--- src/rtl/demux1x8_deser_pkg.sv ---
// Shared constants and state enumeration for the 1:8 serial-to-parallel deserializer.
package demux1x8_deser_pkg;

  localparam int unsigned NBITS = 8;
  localparam int unsigned SEL_W = 3;

  typedef enum logic [1:0] {
    IDLE    = 2'd0,
    COLLECT = 2'd1,
    FULL    = 2'd2
  } state_t;

endpackage

--- src/rtl/demux1x8_slot.sv ---
// Registered 1:8 write decoder: owns the shadow frame and writes i_bit into slot i_sel.
module demux1x8_slot #(
  parameter int unsigned NBITS = demux1x8_deser_pkg::NBITS,
  parameter int unsigned SEL_W = demux1x8_deser_pkg::SEL_W
) (
  input  logic             clk,
  input  logic             rst_n,
  input  logic             i_clr,
  input  logic             i_en,
  input  logic [SEL_W-1:0] i_sel,
  input  logic             i_bit,
  output logic [NBITS-1:0] o_shadow,
  output logic [NBITS-1:0] o_shadow_next
);

  logic [NBITS-1:0] r_shadow;
  logic [NBITS-1:0] w_next;

  // w_next exposes the frame including the bit being written this cycle,
  // so the top can load a completed frame without waiting an extra edge.
  always_comb begin
    w_next        = r_shadow;
    w_next[i_sel] = i_bit;
  end

  always_ff @(posedge clk) begin
    if (!rst_n) begin
      r_shadow <= '0;
    end else if (i_clr) begin
      r_shadow <= '0;
    end else if (i_en) begin
      r_shadow <= w_next;
    end
  end

  assign o_shadow      = r_shadow;
  assign o_shadow_next = w_next;

endmodule

--- src/rtl/demux1x8_deser.sv ---
// 1:8 deserializer: collects LSB-first serial bits into a frame and hands it off
// through a valid/ready output register, stalling input while a frame is parked.
module demux1x8_deser #(
  parameter int unsigned NBITS = demux1x8_deser_pkg::NBITS,
  parameter int unsigned SEL_W = demux1x8_deser_pkg::SEL_W
) (
  input  logic             clk,
  input  logic             rst_n,
  input  logic             bit_in,
  input  logic             bit_valid,
  output logic             bit_ready,
  input  logic             clr,
  output logic [SEL_W-1:0] s,
  output logic [NBITS-1:0] i,
  output logic             out_valid,
  input  logic             out_ready
);

  import demux1x8_deser_pkg::*;

  state_t           r_state;
  state_t           w_state_nx;
  logic [SEL_W-1:0] r_s;
  logic [SEL_W-1:0] w_s_nx;
  logic [NBITS-1:0] r_i;
  logic             r_out_valid;

  logic             w_accept;
  logic             w_last;
  logic             w_free;
  logic             w_load_direct;
  logic             w_load_full;
  logic             w_load;
  logic [NBITS-1:0] w_load_data;
  logic [NBITS-1:0] w_shadow;
  logic [NBITS-1:0] w_shadow_next;

  assign bit_ready     = (r_state != FULL);
  assign w_accept      = bit_valid & bit_ready & ~clr;
  assign w_last        = w_accept & (r_s == SEL_W'(NBITS - 1));
  assign w_free        = ~r_out_valid | out_ready;
  assign w_load_direct = w_last & w_free;
  assign w_load_full   = (r_state == FULL) & w_free & ~clr;
  assign w_load        = w_load_direct | w_load_full;
  assign w_load_data   = w_load_full ? w_shadow : w_shadow_next;

  demux1x8_slot #(
    .NBITS (NBITS),
    .SEL_W (SEL_W)
  ) u_slot (
    .clk           (clk),
    .rst_n         (rst_n),
    .i_clr         (clr),
    .i_en          (w_accept),
    .i_sel         (r_s),
    .i_bit         (bit_in),
    .o_shadow      (w_shadow),
    .o_shadow_next (w_shadow_next)
  );

  always_comb begin
    w_state_nx = r_state;
    w_s_nx     = r_s;
    if (clr) begin
      w_state_nx = IDLE;
      w_s_nx     = '0;
    end else begin
      case (r_state)
        IDLE, COLLECT: begin
          if (w_accept) begin
            w_s_nx = r_s + SEL_W'(1);
            if (w_last) begin
              w_state_nx = w_free ? IDLE : FULL;
            end else begin
              w_state_nx = COLLECT;
            end
          end
        end
        FULL: begin
          if (w_free) begin
            w_state_nx = IDLE;
          end
        end
        default: begin
          w_state_nx = IDLE;
          w_s_nx     = '0;
        end
      endcase
    end
  end

  always_ff @(posedge clk) begin
    if (!rst_n) begin
      r_state     <= IDLE;
      r_s         <= '0;
      r_i         <= '0;
      r_out_valid <= 1'b0;
    end else begin
      r_state <= w_state_nx;
      r_s     <= w_s_nx;
      // A load in the handshake cycle keeps out_valid high with the new frame.
      if (w_load) begin
        r_i         <= w_load_data;
        r_out_valid <= 1'b1;
      end else if (out_ready) begin
        r_out_valid <= 1'b0;
      end
    end
  end

  assign s         = r_s;
  assign i         = r_i;
  assign out_valid = r_out_valid;

endmodule
--- config.mk ---
export PLATFORM = sky130hd
export DESIGN_NAME = demux1x8_deser
export DESIGN_NICKNAME = d
export VERILOG_FILES = /design/src/rtl/demux1x8_deser_pkg.sv /design/src/rtl/demux1x8_slot.sv /design/src/rtl/demux1x8_deser.sv
export SDC_FILE = /design/constraint.sdc
export NUM_CORES = 1
export LEC_CHECK = 0
export CAP_MARGIN = 20
export CORE_AREA = 2 2 49 62
export CTS_BUF_LIST = sky130_fd_sc_hd__clkbuf_16
export DETAILED_ROUTE_END_ITERATION = 8
export DIE_AREA = 0 0 51 64
export PLACE_DENSITY = 0.63
export SETUP_SLACK_MARGIN = 0.02
export SLEW_MARGIN = 15
export SYNTH_ARGS = -nofsm -noshare
export SYNTH_HDL_FRONTEND = slang
export SYNTH_SLANG_ARGS = --single-unit
--- constraint.sdc ---
create_clock -name clk -period 2.4 [get_ports clk]
set_clock_uncertainty 0.15 [all_clocks]
set_input_delay 0.6 -clock clk [delete_from_list [all_inputs] [get_ports clk]]
set_output_delay 0.6 -clock clk [all_outputs]
set_load 0.02 [all_outputs]
==> flow_metrics.env <==
export IMPL_regArea_um2=440.4
export IMPL_synth_edf_count=0
export IMPL_power_switching_uw=167.8
export IMPL_critPathSlowestCell="clkdlybuf4s50_1"
export IMPL_rsz0062_at_grt="false"
export IMPL_p_int_uw=725.6
export IMPL_yosysTopAreaCellShare=0.3818
export IMPL_max_vdd_ir_drop_uv=476.2
export IMPL_ys_types=39
export IMPL_synthSimpleGateAreaFrac=0.2592
export IMPL_clock_latency_ns=0.25
export IMPL_synth_largest_area_cell="dfxtp_1"
export IMPL_drc_errors=0
export IMPL_fin_crit_sh=0.9256
export IMPL_fillers=248
export IMPL_diodes=0
export IMPL_synth_compound_area_share=0.1833
export IMPL_cts_tree="built"
export IMPL_crit_path_end_kind="output port"
export IMPL_cts_resized=0
export IMPL_firstDrtPassIters=4
export IMPL_grt_pass1_vias=1040
export IMPL_path_max_fanout=11
export IMPL_ys_top_cells_by_area="dfxtp_1, mux2i_1, o221ai_1"
export IMPL_layout_min_cycle_time_ns=2.222
export IMPL_path_clk_slew_ns=0.06
export IMPL_synth_xor_area_share=0.007592
export IMPL_synth_cells=127
export IMPL_wire_per_inst_um=13.88
export IMPL_fin_util=0.5724
export IMPL_worstHoldPathType="flop to flop"
export IMPL_grt_usage=0.1876
export IMPL_cts_buffers=3
export IMPL_power_uw=893.5
export IMPL_finalInstanceArea_mm2=0.001519
export IMPL_cts_buffer_depth=2
export IMPL_setup_tns_ns=0
export IMPL_worstSetupStartpointType="flop"
export IMPL_dieWidth_um=51
export IMPL_die_h_um=64
export IMPL_synth_common_cells="dfxtp_1, nand2_1, nand3_1, mux2i_1, inv_1"
export IMPL_drive_above_1_share=0.1765
export IMPL_power_density_mw_per_mm2=588.2
export IMPL_antenna_left=0
export IMPL_cts_sinks=22
export IMPL_syn_to_final_growth_pct=31.67
export IMPL_grt_start_max_net_pins=14
export IMPL_hpwl_um=1860
export IMPL_dr_total_vias=1030
export IMPL_cap_violations=0
export IMPL_cp_data_required_time_ns=1.65
export IMPL_p_leak_nw=0.5672
export IMPL_postCtsSetupBuffers=0
export IMPL_core_mm2=0.002654
export IMPL_slowest_delay_ns=0.68
export IMPL_grt_pass1_wl_um=4712
export IMPL_fmaxAchievable_mhz=450.1
export IMPL_placed_area_mm2=0.001414
export IMPL_post_synth_fa_ha_maj_area_fraction=0.02169
export IMPL_detail_route_iter0_violations=24
export IMPL_dieArea_mm2=0.003264
export IMPL_hold_violations=0
export IMPL_postRouteWirelength_um=2595
export IMPL_cts_hold_buffers=0
export IMPL_syn_nets=135
export IMPL_yosysSeqAreaShare=0.3818
export IMPL_avgSynthCellArea_um2=9.084
export IMPL_p_seq_frac=0.415
export IMPL_synth_mux_area_frac=0.07809
export IMPL_setup_viol=0
export IMPL_slew_headroom=0.7401
export IMPL_path_buf_inv=1
export IMPL_stdcell_count=187
export IMPL_worstMarginPinSlew_ns=0.3886
export IMPL_overflow=0
export IMPL_swShare=0.1878
export IMPL_pwr_share_clk=0.520
export IMPL_start_util=0.4347
export IMPL_synth_top_family_by_area="simple AND/OR/NAND/NOR gates"
export IMPL_vias_per_cell=5.508
export IMPL_yosysMostFrequentCell="dfxtp_1"
export IMPL_gp_congestion=0.7928
export IMPL_critPathKind="flop to output port"
export IMPL_crit_arrival_ns=1.47
export IMPL_port_buffer_count=18
export IMPL_antenna_found_initial=0
export IMPL_syn_area_mm2=0.001154
export IMPL_num_rows=21
export IMPL_clockRootBuffer="clkbuf_16"
export IMPL_cts_max_level=1
export IMPL_ys_flop_type="dfxtp_1"
export IMPL_ioPinCount=19
export IMPL_path_cells="clkdlybuf4s50_1"
export IMPL_yosysWarnings=0
export IMPL_maxSlewViolCount=0
export IMPL_synth_seq_cells=22
export IMPL_status="finished clean"
export IMPL_combPwrFrac=0.065
export IMPL_cpLargestDelayFamily="buffers and inverters"
export IMPL_multi_input_area_um2=634.4
export IMPL_synthArstFlopShare=0
export IMPL_post_place_cells=183
export IMPL_nets=162
==> power groups by stage <==
stage | Sequential [mW] | Combinational (mW) | Clock [mW]
after floorplan | 0.380 | 0.0310 | 0
after global placement | 0.378 | 0.0580 | 0
after detailed placement | 0.379 | 0.0587 | 0
after CTS | 0.370 | 0.0589 | 0.470
after global routing | 0.371 | 0.0646 | 0.486
final | 0.370 | 0.0585 | 0.465
==> worst paths after layout <==
| check | start | to | slack (ns) | cells past startpoint |
|---|---|---|---|---|
| worst max-delay path | s[2] | s[2] | 0.18 | 1 |
| worst min-delay path | u_slot.o_shadow[6] | i[6] | 0.34 | 2 |
| worst max register to register | s[2] | i[2] | 0.46 | 5 |
| worst min register to register | u_slot.o_shadow[6] | i[6] | 0.34 | 2 |
==> area by class of cell <==
type                    count  area share
clock buffers               3     0.04942
clock inverters             1     0.01977
inverters                   9     0.02224
multi-input cells          89      0.4176
flip-flops and latches     22      0.2899
well taps                  34     0.02801
repair buffers             29      0.1730
==> metrics by stage <==
step	hold slack (ns)	setup slack, ns
5_1_grt	0.3696	0.1388
3_5_place_dp	0.3253	0.1334
4_1_cts	0.3399	0.1865
2_1_floorplan	0.3010	0.5727
3_3_place_gp	0.3143	0.1434
6_report	0.3376	0.1785
==> routing by layer <==
layer / GRT usage / up-vias / share of wire
met5: 0 / - / 0
met4: 0.07770 / 0 / 0.0085
met3: 0.03972 / 2 / 0.040
met2: 0.3214 / 27 / 0.51
met1: 0.2219 / 484 / 0.44
li1: - / 517 / -
==> tightest hold or removal path, delay by kind of cell, from the launching register on <==
kind / cells / cell delay, ns
AOI/OAI and AO/OA: 1 / 0.05
DFF: 1 / 0.35
and+or+nand+nor: 1 / 0.06
==> sequential cells by signal, indices dropped and copies added, names as in the netlist <==
register and flops:
out_valid 1, u_slot.o_shadow 8, r_state 2, i 8, s 3
==> cells in the final DEF, fill, tap and decap left out, types with 2 or more instances in the layout <==
master	n
o221ai_1	6
nand4_1	2
nor4_1	2
a21oi_1	3
inv_1	8
nand3_1	10
clkdlybuf4s50_1	18
nor2_1	4
mux2i_1	9
dfxtp_1	22
nor3b_1	2
a211oi_2	3
nor3_1	2
and2b_1	2
o211ai_1	3
o21ai_0	7
clkbuf_16	3
ha_1	2
nand2b_1	3
nand2_1	13
buf_4	11
==> logic make-up after synthesis <==
kind of cell / Yosys count
muxes: 9
and+or+nand+nor: 49
DFF: 22
buffers and inverters: 16
adders and majority gates: 2
AOI/OAI and AO/OA: 28
xor gates and xnor gates: 1
Power figures use the tool's default switching activity.
